<file path="src/rtl/srng_poller_pkg.sv">
// srng_poller_pkg: shared definitions for the srng poller.
//   ADDR_STATUS / ADDR_DATA     register map of the srng core
//   STATUS_READY_BIT / _ERROR_  bit positions inside the status word
//   state_t                     poller FSM state encoding
//   data_addr()                 address of the idx-th entropy data register
package srng_poller_pkg;

    localparam logic [7:0] ADDR_STATUS      = 8'h09;
    localparam logic [7:0] ADDR_DATA        = 8'h10;
    localparam int         STATUS_READY_BIT = 0;
    localparam int         STATUS_ERROR_BIT = 1;

    typedef enum logic [2:0] {
        ST_IDLE,
        ST_WAIT,
        ST_POLL,
        ST_READ,
        ST_OUT,
        ST_ERROR
    } state_t;

    function automatic logic [7:0] data_addr(input logic [7:0] idx);
        return ADDR_DATA + idx;
    endfunction

endpackage

</file>
<file path="src/rtl/srng_poller.sv">
// srng_poller: periodically polls an srng core for ready status, then reads a
// batch of NUM_WORDS entropy words and streams them out over valid/ready.
//   clk, reset_n            clock, asynchronous active-low reset
//   enable                  level-sensitive run request
//   core_cs/we/address/...  register bus to the srng core (read-only use)
//   core_read_data          combinational read data, valid while core_cs=1
//   out_data/valid/ready    entropy word stream
//   display                 low DISP_WIDTH bits of the last accepted word
//   error                   sticky core error, cleared by dropping enable
//   timeout                 one-cycle pulse when polling gives up
//   word_count              total accepted words (wraps)
module srng_poller
    import srng_poller_pkg::*;
#(
    parameter int unsigned WAIT_CYCLES  = 32'h0040_0000,
    parameter int unsigned POLL_TIMEOUT = 1024,
    parameter int unsigned NUM_WORDS    = 4,
    parameter int unsigned DISP_WIDTH   = 8
) (
    input  logic                  clk,
    input  logic                  reset_n,
    input  logic                  enable,
    output logic                  core_cs,
    output logic                  core_we,
    output logic [7:0]            core_address,
    output logic [31:0]           core_write_data,
    input  logic [31:0]           core_read_data,
    output logic [31:0]           out_data,
    output logic                  out_valid,
    input  logic                  out_ready,
    output logic [DISP_WIDTH-1:0] display,
    output logic                  error,
    output logic                  timeout,
    output logic [31:0]           word_count
);

    // +1 keeps the widths non-zero when a parameter is 1
    localparam int WCW = $clog2(WAIT_CYCLES + 1);
    localparam int PCW = $clog2(POLL_TIMEOUT + 1);
    localparam int NCW = $clog2(NUM_WORDS + 1);

    localparam logic [WCW-1:0] WAIT_LAST = WCW'(WAIT_CYCLES - 1);
    localparam logic [PCW-1:0] POLL_LAST = PCW'(POLL_TIMEOUT - 1);
    localparam logic [NCW-1:0] WORD_LAST = NCW'(NUM_WORDS - 1);

    state_t         state;
    logic [WCW-1:0] wait_ctr;
    logic [PCW-1:0] poll_ctr;
    logic [NCW-1:0] word_ctr;

    // The poller never writes the core
    assign core_we         = 1'b0;
    assign core_write_data = 32'h0;

    // core_cs/core_address are registered alongside the state, so they are
    // set on the transition into POLL/READ and are valid throughout that
    // state, which is when core_read_data is sampled.
    always_ff @(posedge clk or negedge reset_n) begin
        if (!reset_n) begin
            state        <= ST_IDLE;
            wait_ctr     <= '0;
            poll_ctr     <= '0;
            word_ctr     <= '0;
            core_cs      <= 1'b0;
            core_address <= 8'h00;
            out_data     <= 32'h0;
            out_valid    <= 1'b0;
            display      <= '0;
            error        <= 1'b0;
            timeout      <= 1'b0;
            word_count   <= 32'h0;
        end else begin
            timeout <= 1'b0;
            case (state)
                ST_IDLE: begin
                    if (enable) begin
                        state    <= ST_WAIT;
                        wait_ctr <= '0;
                    end
                end

                ST_WAIT: begin
                    if (!enable) begin
                        state <= ST_IDLE;
                    end else if (wait_ctr == WAIT_LAST) begin
                        state        <= ST_POLL;
                        poll_ctr     <= '0;
                        core_cs      <= 1'b1;
                        core_address <= ADDR_STATUS;
                    end else begin
                        wait_ctr <= wait_ctr + 1'b1;
                    end
                end

                ST_POLL: begin
                    if (!enable) begin
                        state        <= ST_IDLE;
                        core_cs      <= 1'b0;
                        core_address <= 8'h00;
                    end else if (core_read_data[STATUS_ERROR_BIT]) begin
                        state        <= ST_ERROR;
                        error        <= 1'b1;
                        core_cs      <= 1'b0;
                        core_address <= 8'h00;
                    end else if (core_read_data[STATUS_READY_BIT]) begin
                        // cs stays high; just retarget to the data register
                        state        <= ST_READ;
                        core_address <= data_addr(8'(word_ctr));
                    end else if (poll_ctr == POLL_LAST) begin
                        timeout      <= 1'b1;
                        state        <= ST_WAIT;
                        wait_ctr     <= '0;
                        core_cs      <= 1'b0;
                        core_address <= 8'h00;
                    end else begin
                        poll_ctr <= poll_ctr + 1'b1;
                    end
                end

                ST_READ: begin
                    out_data     <= core_read_data;
                    out_valid    <= 1'b1;
                    core_cs      <= 1'b0;
                    core_address <= 8'h00;
                    state        <= ST_OUT;
                end

                // enable is deliberately not looked at here: a started batch
                // always runs to completion and WAIT then drops to IDLE.
                ST_OUT: begin
                    if (out_ready) begin
                        out_valid  <= 1'b0;
                        display    <= out_data[DISP_WIDTH-1:0];
                        word_count <= word_count + 32'd1;
                        if (word_ctr == WORD_LAST) begin
                            word_ctr <= '0;
                            wait_ctr <= '0;
                            state    <= ST_WAIT;
                        end else begin
                            word_ctr     <= word_ctr + 1'b1;
                            state        <= ST_READ;
                            core_cs      <= 1'b1;
                            core_address <= data_addr(8'(word_ctr + 1'b1));
                        end
                    end
                end

                ST_ERROR: begin
                    if (!enable) begin
                        state <= ST_IDLE;
                        error <= 1'b0;
                    end
                end

                default: state <= ST_IDLE;
            endcase
        end
    end

endmodule
</file>
<file path="config.mk">
export PLATFORM = sky130hd
export DESIGN_NAME = srng_poller
export DESIGN_NICKNAME = d
export VERILOG_FILES = /design/src/rtl/srng_poller_pkg.sv /design/src/rtl/srng_poller.sv
export SDC_FILE = /design/constraint.sdc
export NUM_CORES = 1
export LEC_CHECK = 0
export CORE_AREA = 2 2 145 175
export DETAILED_ROUTE_END_ITERATION = 12
export DIE_AREA = 0 0 147 177
export SLEW_MARGIN = 20
export SYNTH_ARGS = -nofsm -noshare
export SYNTH_HDL_FRONTEND = slang
export SYNTH_SLANG_ARGS = --single-unit
</file>
<file path="constraint.sdc">
create_clock -name clk -period 2.8 [get_ports clk]
set_input_delay 0.42 -clock clk [delete_from_list [all_inputs] [get_ports clk]]
set_output_delay 0.42 -clock clk [all_outputs]
set_load 0.005 [all_outputs]
</file>
Word-level counts from Yosys, hierarchy flattened --
Index checks and enable logic that the tools add are counted.
Storage, ports and cells: memories kept 0, bits in writable memories 0, output and inout port bits 117, logic and storage cells 117, memory bits (read-only) 0, bits of input ports 36, latch bits 0, register bits 124
Cells by class: add/subtract/negate cells 7, reduce and logical (&&, ||, !) cells 14, bitwise logic cells 0, eq/ne operators 26, shift-type cells 0, multipliers 0, order comparisons 0, div/mod/pow operators 0, multiplexer cells 58
Operators by type and width (count):
- two-way mux 23 bit | 9
- one-hot mux 23 bit (4 select lines) | 1
- two-way mux 11 bit | 6
- two-way mux 8 bit | 8
- adder 32 x 1 -> 32 bit (second input constant) | 1
- one-hot mux 8 bit (4 select lines) | 1
- two-way mux 3 bit | 10
- inequality test 2 bit (second input constant) | 14
- adder 23 x 1 -> 23 bit (second input constant) | 1
- equality test 23 x 22 -> 1 bit (second input constant) | 1
- one-hot mux 11 bit (2 select lines) | 1
- one-hot mux 3 bit (6 select lines) | 1
- two-way mux 1 bit | 17
- AND reduction 7 bit | 2
- adder 11 x 1 -> 11 bit (second input constant) | 1
- equality test 11 x 10 -> 1 bit (second input constant) | 1
- AND reduction 10 bit | 1
- equality test 3 x 2 -> 1 bit (second input constant) | 3
- inequality test 4 bit (second input constant) | 2
- nonzero test 4 bit | 2
- adder 5 x 3 -> 6 bit (first input constant) | 1
- adder 5 x 4 -> 6 bit (first input constant) | 1
- equality test 3 bit (second input constant) | 2
- AND reduction 6 bit | 1
- other kinds (13) | 17

Depth between registers and ports, before layout --
Gate-level depths: netlist of the first run.
word-level depth 6, mapped depth 9, gate-level depth less buffers 6

Least setup slack after synthesis of the first run --
OpenSTA, ideal clock, no wires.
path type register -> register, from reg wait_ctr[0], to reg core_address[1], required time 2.675 ns, clock period less this slack 2.235 ns, path buffers 0, setup slack 0.565 ns, arrival 2.110 ns, library setup time 0.125 ns, cell stages (with the launch flop) 7, path through dfrtp_1 > ha_1 > nand4_4 > nor4_4 > nand2_4 > a211oi_4 > mux2_4
Between the ends: longest elaborated chain between the ends 3
RTL lines:
- start, declared | line srng_poller.sv:47 | logic [WCW-1:0] wait_ctr;
- start signal, assigned | line srng_poller.sv:91 | wait_ctr <= wait_ctr + 1'b1;
- equality test 23 x 22 -> 1 bit | line srng_poller.sv:85 | end else if (wait_ctr == WAIT_LAST) begin
- inequality test 2 bit (no source line)
- AND reduction 6 bit (no source line)
- end signal, assigned | line srng_poller.sv:108 | core_address <= data_addr(8'(word_ctr));
- end signal, assigned | line srng_poller.sv:143 | core_address <= data_addr(8'(word_ctr + 1'b1));
- end, declared | line srng_poller.sv:25 | output logic [7:0] core_address,
No other way between the ends. A chain may end at the register's enable or synchronous reset.

Worst setup path in the final report of the first run --
from reg wait_ctr[0], to reg core_address[4]
Same word-level chain as after synthesis.

==> results_dict.tcl, run 1 <==
set metrics [dict create \
    fmax_mhz 418.2 \
    postSynth.asyncResetShare 1.000 \
    antenna_found_initial 0 \
    place_congestion 0.8117 \
    die_w_um 147 \
    design.core.area_mm2 0.02444 \
    grt_use_total 0.1138 \
    numPortBuffers 116 \
    critPathCaptureType "flop" \
    rsz0062_at_grt "false" \
    ys_seq_area_frac 0.5033 \
    whs_ns 0.4690 \
    drt-initial-drc-count 330 \
    synth_top_family_by_area "simple AND/OR/NAND/NOR gates" \
    synthAdderAreaFrac 0.01248 \
    slew_headroom 0.4657 \
    synthCells 578 \
    final_common_cell "dfrtp_1" \
    final_layout_size_suffix_gt1_frac 0.1385 \
    muxShareOfSynthArea 0.07134 \
    nets 751 \
    p_per_area_mw_per_mm2 864.3 \
    fin_setup_tns_ns 0 \
    synth-seq-cells 121 \
    p_leak_nw 3.433 \
    skew_ns 0.008103 \
    cts_root_buf "clkbuf_16" \
    cts_tree "built" \
    place_hpwl_um 10250 \
    synth-simple-area-share 0.1720 \
    status "completed" \
    ioPinCount 153 \
    clkPwrFrac 0.335 \
    start_kind "flop" \
    die_h_um 177 \
    min_period_ns 2.391 \
    cts_made_buffers 17 \
    utilization 0.3341 \
    worstPathArrival_ns 2.68 \
    vdd_drop_max_v 0.0005113 \
    yosys_warnings 0 \
    most-common-layout-cells "dfrtp_1, clkdlybuf4s50_1, nand2_1, conb_1, mux2_2" \
    hold_path_class "reg2reg" \
    ys_types 65 \
    grt_first_pass_wirelength_um 23780 \
    fill_cells 2466 \
    p_seq_frac 0.358 \
    synth_edf_count 0 \
    critPathKind "reg2reg" \
    routed_wl_um 14340 \
    p_sw_frac 0.2913 \
    post_drt_wl_per_cell_um 13.68 \
    ant_nets 0 \
    remaining_drc_errors 0 \
    initial_core_util 0.2462 \
    h-tree-depth 4 \
    grt_pass1_vias 4616 \
    syn_area_mm2 0.006016 \
    finalHoldViolCount 0 \
    clock_latency_ns 0.41 \
    finalSetupViolCount 0 \
    max_slew.worst_pin.slew_ns 0.7942 \
    fp.dieArea_mm2 0.02602 \
    viasPerCell 4.446 \
    area_growth_pct 35.69 \
    critical_path_required_ns 3.09 \
    cts_setup_buffers 0 \
    path_max_fanout 8 \
    fin_crit_sh 0.8541 \
    num_vias 4659 \
    r2r_start "wait_ctr[0]" \
    crit_path_start "wait_ctr[0]" \
    grt-ovfl-total 0 \
    synth_compound_area_frac 0.1229 \
    pwr-share-comb 0.307 \
    p_int_mw 5.000 \
    worstHoldStart "display[2]" \
    synthFlopType "dfrtp_1" \
    power_switching_mw 2.055 \
    cts_sinks 121 \
    synth-xor-area-share 0.04513 \
    drv_slew 0 \
    drv_cap 0 \
    rows 63 \
    grt_max_degree 71 \
    cts_buffer_depth 2 \
    first_pass_iters 4 \
    avgSynthCellArea_um2 10.41 \
    clk_pin_slew_ns 0.06 \
]
==> power by group through the flow <==
stage	clock network (mW)	registers, mW	logic [mW]
6_report	2.36	2.53	2.17
3_3_place_gp	0	2.54	2.18
2_1_floorplan	0	2.48	1.14
5_1_grt	2.51	2.60	2.39
4_1_cts	2.41	2.53	2.21
3_5_place_dp	0	2.55	2.20
==> flip-flops by register name (all words and copies together), names as in the netlist, 3 cells and up <==
register and count:
state 3, out_data 32, core_address 5, wait_ctr 23, word_ctr 3, display 8, poll_ctr 11, word_count 32
==> final timing paths <==
check	end	slack [ns]	depth (start not counted)
max	core_address[4]	0.41	6
min	display[2]	0.47	2
max reg2reg	core_address[4]	0.41	6
min reg2reg	display[2]	0.47	2
max in group asynchronous	word_count[13]	1.55	3
min in group asynchronous	poll_ctr[1]	0.51	2
==> repair_timing <==
item | 4_1_cts | 5_1_grt
hold buffers | 1 | 0
resized for setup | 0 | 0
hold endpoints to repair | 31 | 0
==> cell type report <==
type                            count  area [um2]  area share
Tap cell                          325       406.6     0.04982
Timing Repair Buffer              136        1324      0.1622
Multi-Input combinational cell    416        2705      0.3314
Inverter                           17       63.81    0.007817
Antenna cell                        1       2.502   0.0003066
Clock inverter                      7       137.6     0.01686
Clock buffer                       25       495.5     0.06070
Sequential cell                   121        3028      0.3709
==> worst max-delay path, cell delays in order, from the launching register on <==
cell	delay, ns
dfrtp_1	0.43
ha_1	0.31
nand4_4	0.20
nor4_4	0.39
nand2_4	0.14
a211oi_4	0.44
mux2_4	0.34
==> layer usage <==
layer	share of wire	vias to the layer above	routed length (um)	global-route usage
met2	0.50	112	7188	0.1878
met3	0.048	12	688	0.03531
met4	0.015	0	213	0.04287
li1	-	2260	-	-
met5	0	-	0	0
met1	0.44	2275	6246	0.1400
==> cell families after synthesis <==
logic type / count (synthesis)
simple gates: 197
buf+inv: 76
mux: 37
compound gates: 109
fa+ha+maj: 6
xor+xnor: 31
other cells: 1
flops: 121
==> metrics by stage <==
step | instances | setup WS [ns] | area (um2) | power (mW)
after CTS | 1047 | 0.3988 | 8160 | 7.147
after floorplan | 613 | 0.5650 | 6147 | 3.623
after global placement | 1014 | 0.1456 | 7517 | 4.711
after detailed placement | 1014 | 0.1350 | 7517 | 4.748
final | 1048 | 0.4086 | 8163 | 7.055
after global routing | 1047 | 0.2611 | 8160 | 7.498
==> synth_stat cells (4+ instances only) <==
master,number,area share
dfrtp_1,121,0.50
nand3_1,24,0.020
xnor2_1,28,0.041
buf_2,5,0.0042
buf_4,36,0.045
nand2_1,74,0.046
nor3_1,8,0.0067
o22a_1,4,0.0058
o21ai_0,18,0.015
nor2_1,27,0.017
ha_1,6,0.012
o211ai_1,4,0.0050
nand2b_1,8,0.0083
clkbuf_1,16,0.010
o31ai_1,5,0.0062
nand4_1,14,0.015
and3_1,7,0.0073
a41oi_1,6,0.0087
mux2_4,4,0.010
a21oi_1,22,0.018
a31oi_1,23,0.024
mux2_2,31,0.058
inv_1,17,0.011
(Power assumes the default switching activity.)
==> run 2, diff against run 1 <==
--- a/config.mk
+++ b/config.mk
@@ -13,2 +13,3 @@
 export SYNTH_HDL_FRONTEND = slang
 export SYNTH_SLANG_ARGS = --single-unit
+export TNS_END_PERCENT = 20
==> constraint.sdc (replaced) <==
create_clock -name clk -period 2.8 [get_ports clk]
set_input_delay 0.56 -clock clk [delete_from_list [all_inputs] [get_ports clk]]
set_output_delay 0.56 -clock clk [all_outputs]
set_load 0.005 [all_outputs]
==> results_dict.tcl, run 2 (same netlist as run 1, synthesis figures left out) <==
set metrics [dict create \
    remaining_drc_errors 0 \
    grt-ovfl-total 0 \
    path_max_fanout 8 \
    finalHoldViolCount 0 \
    status "completed" \
    power_mw 6.786 \
    ant_nets 0 \
    worstPathArrival_ns 2.69 \
    reg_top3 "out_data x32, word_count x32, wait_ctr x23" \
    critPathCaptureType "flop" \
    place_hpwl_um 10300 \
    hold_buffers 0 \
    cts_buffer_depth 2 \
    grt_pass1_vias 4637 \
    final_common_cell "dfrtp_1" \
    p_per_area_mw_per_mm2 834.6 \
    final_layout_size_suffix_gt1_frac 0.1448 \
    die_h_um 177 \
    crit_path_start "wait_ctr[0]" \
    p_leak_nw 3.425 \
    drv_cap 0 \
    finalSetupViolCount 0 \
    num_vias 4702 \
    vdd_drop_max_v 0.0004191 \
    area_growth_pct 35.15 \
    fin_crit_sh 0.8556 \
    rsz0062_at_grt "false" \
    initial_core_util 0.2462 \
    first_pass_iters 4 \
    use_met1 0.1379 \
    max_slew.worst_pin.slew_ns 0.7347 \
    grt_first_pass_wirelength_um 23490 \
    cts_setup_buffers 0 \
    gr-usage-met2 0.1872 \
    drt-initial-drc-count 310 \
    cts_made_buffers 17 \
    drv_slew 0 \
    r2r_end "core_address[4]" \
    start_kind "flop" \
    numPortBuffers 116 \
    viasPerCell 4.478 \
    crit_chain "ha_1 > nand4_4 > nor4_4 > nand2_4 > a211oi_4 > mux2_4" \
    rows 63 \
    grt_use_total 0.1123 \
    hold_path_class "in2async" \
    design.core.area_mm2 0.02444 \
    routed_wl_um 14250 \
    place_congestion 0.7552 \
    rr_worst_depth 6 \
    cts_tree "built" \
    fmax_mhz 417.4 \
    num_antenna_cells 0 \
    global_route.usage.met3 0.03299 \
    fill_cells 2509 \
    most-common-layout-cells "dfrtp_1, clkdlybuf4s50_1, nand2_1, conb_1, mux2_2" \
    busiest_layer "met2" \
    nets 754 \
    h-tree-depth 4 \
    crit_family "simple AND/OR/NAND/NOR gates" \
    ioPinCount 153 \
    reg2reg_slack_ns 0.40 \
    die_w_um 147 \
    slew_headroom 0.5057 \
    cts_sinks 121 \
    post_drt_wl_per_cell_um 13.57 \
    slowest_stage "dfrtp_1" \
    fp.dieArea_mm2 0.02602 \
    critical_path_required_ns 3.09 \
    cts_root_buf "clkbuf_16" \
    post_cts_resized 0 \
    antenna_found_initial 0 \
    crit_cells 6 \
    r2r_start "wait_ctr[0]" \
    fin_setup_tns_ns 0 \
    critPathKind "reg2reg" \
    skew_ns 0.006870 \
    utilization 0.3327 \
    grt_max_degree 50 \
    critPathBufInv 0 \
    max_stage_delay_ns 0.43 \
    clk_pin_slew_ns 0.06 \
    clock_latency_ns 0.41 \
    min_period_ns 2.396 \
]
## run 2: cell types whose count changed in the layout (fill, tap and decap cells not counted)
cell           previous run  this run
buf_4                    19        22
bufinv_16                 4         1
clkinv_2                  2         4
buf_12                    1         2
clkbuf_1                  4         3
clkbuf_8                  4         5
clkinvlp_4                1         2
diode_2                   1         0
dlygate4sd3_1             1         0
## run 2: report_power, final
group	leakage, nW	total [mW]	internal (mW)	switching [mW]
clock network	0.279	2.09	1.33	0.759
logic	1.59	2.17	1.24	0.926
registers	1.56	2.52	2.18	0.347
## run 2: routing by layer
| metal | part of all wire | wire (um) |
|---|---|---|
| met1 | 0.43 | 6161 |
| met2 | 0.50 | 7143 |
| met3 | 0.051 | 732 |
| met4 | 0.015 | 216 |
| met5 | 0 | 0 |
## run 2: area by class of cell
type                       instances  area, um2  share of cell area
tap                              325      406.6             0.05002
multi-input combinational        416       2705              0.3327
timing repair buffer             139       1356              0.1668
clock inverter                     7      65.06            0.008002
inverter                          17      63.81            0.007849
sequential                       121       3028              0.3724
clock buffer                      25      505.5             0.06217
## run 2: worst max path at each step
stage / endpoint / slack, ns
5_1_grt: poll_ctr[2] / 0.22
3_3_place_gp: word_count[29] / 0.14
4_1_cts: poll_ctr[2] / 0.38
2_1_floorplan: core_address[1] / 0.57
3_5_place_dp: word_count[29] / 0.10
6_report: core_address[4] / 0.40
## run 2: per-stage QoR
stage	hold WS (ns)	instances	setup WS, ns	area, um2
detailed placement	0.4612	1018	0.1044	7560
global route	0.1152	1050	0.2165	8130
CTS	0.1047	1050	0.3847	8130
global placement	0.4591	1018	0.1426	7560
finish	0.09440	1050	0.4044	8130
floorplan	0.2644	613	0.5650	6147
## run 2: worst register-to-register path: cells and delay by family (launching register included)
kind | cells | cell delay [ns]
and+or+nand+nor | 3 | 0.76
DFF | 1 | 0.43
AOI/OAI and AO/OA | 1 | 0.43
muxes | 1 | 0.34
adders and majority gates | 1 | 0.32
==> run 3, diff against run 2 <==
- REMOVE_ABC_BUFFERS: not set -> 1
==> results_dict.tcl, run 3 (same netlist as run 1, synthesis figures left out) <==
set metrics [dict create \
    fmax_mhz 424.3 \
    start_kind "flop" \
    remaining_drc_errors 0 \
    place_congestion 0.7842 \
    fin_crit_sh 0.8417 \
    utilization 0.3347 \
    die_h_um 177 \
    design.core.area_mm2 0.02444 \
    routed_wl_um 14180 \
    ioPinCount 153 \
    finalSetupViolCount 0 \
    drt-initial-drc-count 260 \
    p_per_area_mw_per_mm2 866.2 \
    max_slew.worst_pin.slew_ns 0.6134 \
    antenna_found_initial 0 \
    rsz0062_at_grt "false" \
    slew_headroom 0.5873 \
    fp.dieArea_mm2 0.02602 \
    critPathBufInv 0 \
    cts_made_buffers 17 \
    critical_path_required_ns 3.10 \
    path_max_fanout 8 \
    hold_path_class "in2async" \
    timing.final.ws_setup_ns 0.4432 \
    crit_family "simple AND/OR/NAND/NOR gates" \
    crit_cells 6 \
    rr_worst_depth 6 \
    max_stage_delay_ns 0.43 \
    area_growth_pct 35.94 \
    final_common_cell "dfrtp_1" \
    finalHoldViolCount 0 \
    grt_pass1_vias 4637 \
    critPathCaptureType "flop" \
    cts_buffer_depth 2 \
    grt_first_pass_wirelength_um 23760 \
    first_pass_iters 4 \
    grt_use_total 0.1132 \
    vdd_drop_max_v 0.0004646 \
    crit_chain "ha_1 > nand4_4 > nor4_4 > nand2_4 > a211oi_4 > mux2_4" \
    slowest_stage "a211oi_4" \
    num_vias 4681 \
    nets 752 \
    dp_slack_ns 0.1181 \
    cts_sinks 121 \
    critPathKind "reg2reg" \
    cts_tree "built" \
    grt-ovfl-total 0 \
    initial_core_util 0.2462 \
    reg_top3 "out_data x32, word_count x32, wait_ctr x23" \
    drv_slew 0 \
    num_antenna_cells 0 \
    cts_setup_buffers 0 \
    die_w_um 147 \
    min_period_ns 2.357 \
    numPortBuffers 116 \
    place_hpwl_um 10290 \
    most-common-layout-cells "dfrtp_1, clkdlybuf4s50_1, nand2_1, conb_1, mux2_2" \
    post_cts_resized 0 \
    worstPathArrival_ns 2.66 \
    ant_nets 0 \
    skew_ns 0.007763 \
    viasPerCell 4.467 \
    status "completed" \
    cts_root_buf "clkbuf_16" \
    final_layout_size_suffix_gt1_frac 0.1452 \
    hold_buffers 0 \
    rows 63 \
    clock_latency_ns 0.42 \
    clk_pin_slew_ns 0.06 \
    grt_max_degree 52 \
    drv_cap 0 \
    h-tree-depth 4 \
    p_leak_nw 3.442 \
    post_drt_wl_per_cell_um 13.53 \
]
run 3: changes by cell type in the layout (fill, tap and decap cells not counted), moves of 2 or more:
cell | previous run | this run
clkinv_2 | 4 | 0
clkinv_4 | 0 | 4
bufinv_16 | 1 | 4
clkbuf_8 | 5 | 2
inv_6 | 0 | 3
clkbuf_1 | 3 | 1
run 3: path summary, 6_finish.rpt:
| kind | startpoint | to | slack (ns) |
|---|---|---|---|
| worst max-delay path | wait_ctr[0] | core_address[3] | 0.44 |
| worst min-delay path | reset_n | word_count[23] | 0.03 |
| worst max register to register | wait_ctr[0] | core_address[3] | 0.44 |
| worst min register to register | display[6] | display[6] | 0.47 |
| max in group asynchronous | reset_n | word_count[3] | 2.14 |
| min in group clk | display[6] | display[6] | 0.47 |
run 3: report_power, final:
part / switching (mW) / internal (mW)
Clock: 0.840 / 1.55
Combinational: 0.923 / 1.24
Sequential: 0.350 / 2.18
run 3: area by class of cell:
class                      instances  area (um2)
clock inverter                    12       188.9
tap                              325       406.6
inverter                          17       63.81
multi-input combinational        416        2705
sequential                       121        3028
timing repair buffer             137        1329
fill                            2487       16260
clock buffer                      20       456.7
run 3: metrics by stage:
stage                     TNS (ns)  std cells  power (mW)  area, um2  hold WS, ns
after floorplan             -1.442        554       3.515       5777       0.2644
after global placement           0       1016       4.728       7532       0.4580
after detailed placement         0       1016       4.751       7532       0.4623
after CTS                        0       1048       7.190       8178      0.03172
after global routing             0       1048       7.531       8178      0.05100
final                            0       1048       7.083       8178      0.03104
run 3: per-layer routing:
| metal | vias up | GRT usage | routed length (um) |
|---|---|---|---|
| li1 | 2259 | - | - |
| met1 | 2288 | 0.1432 | 6354 |
| met2 | 120 | 0.1839 | 6847 |
| met3 | 14 | 0.03015 | 738 |
| met4 | 0 | 0.04688 | 242 |
| met5 | - | 0 | 0 |
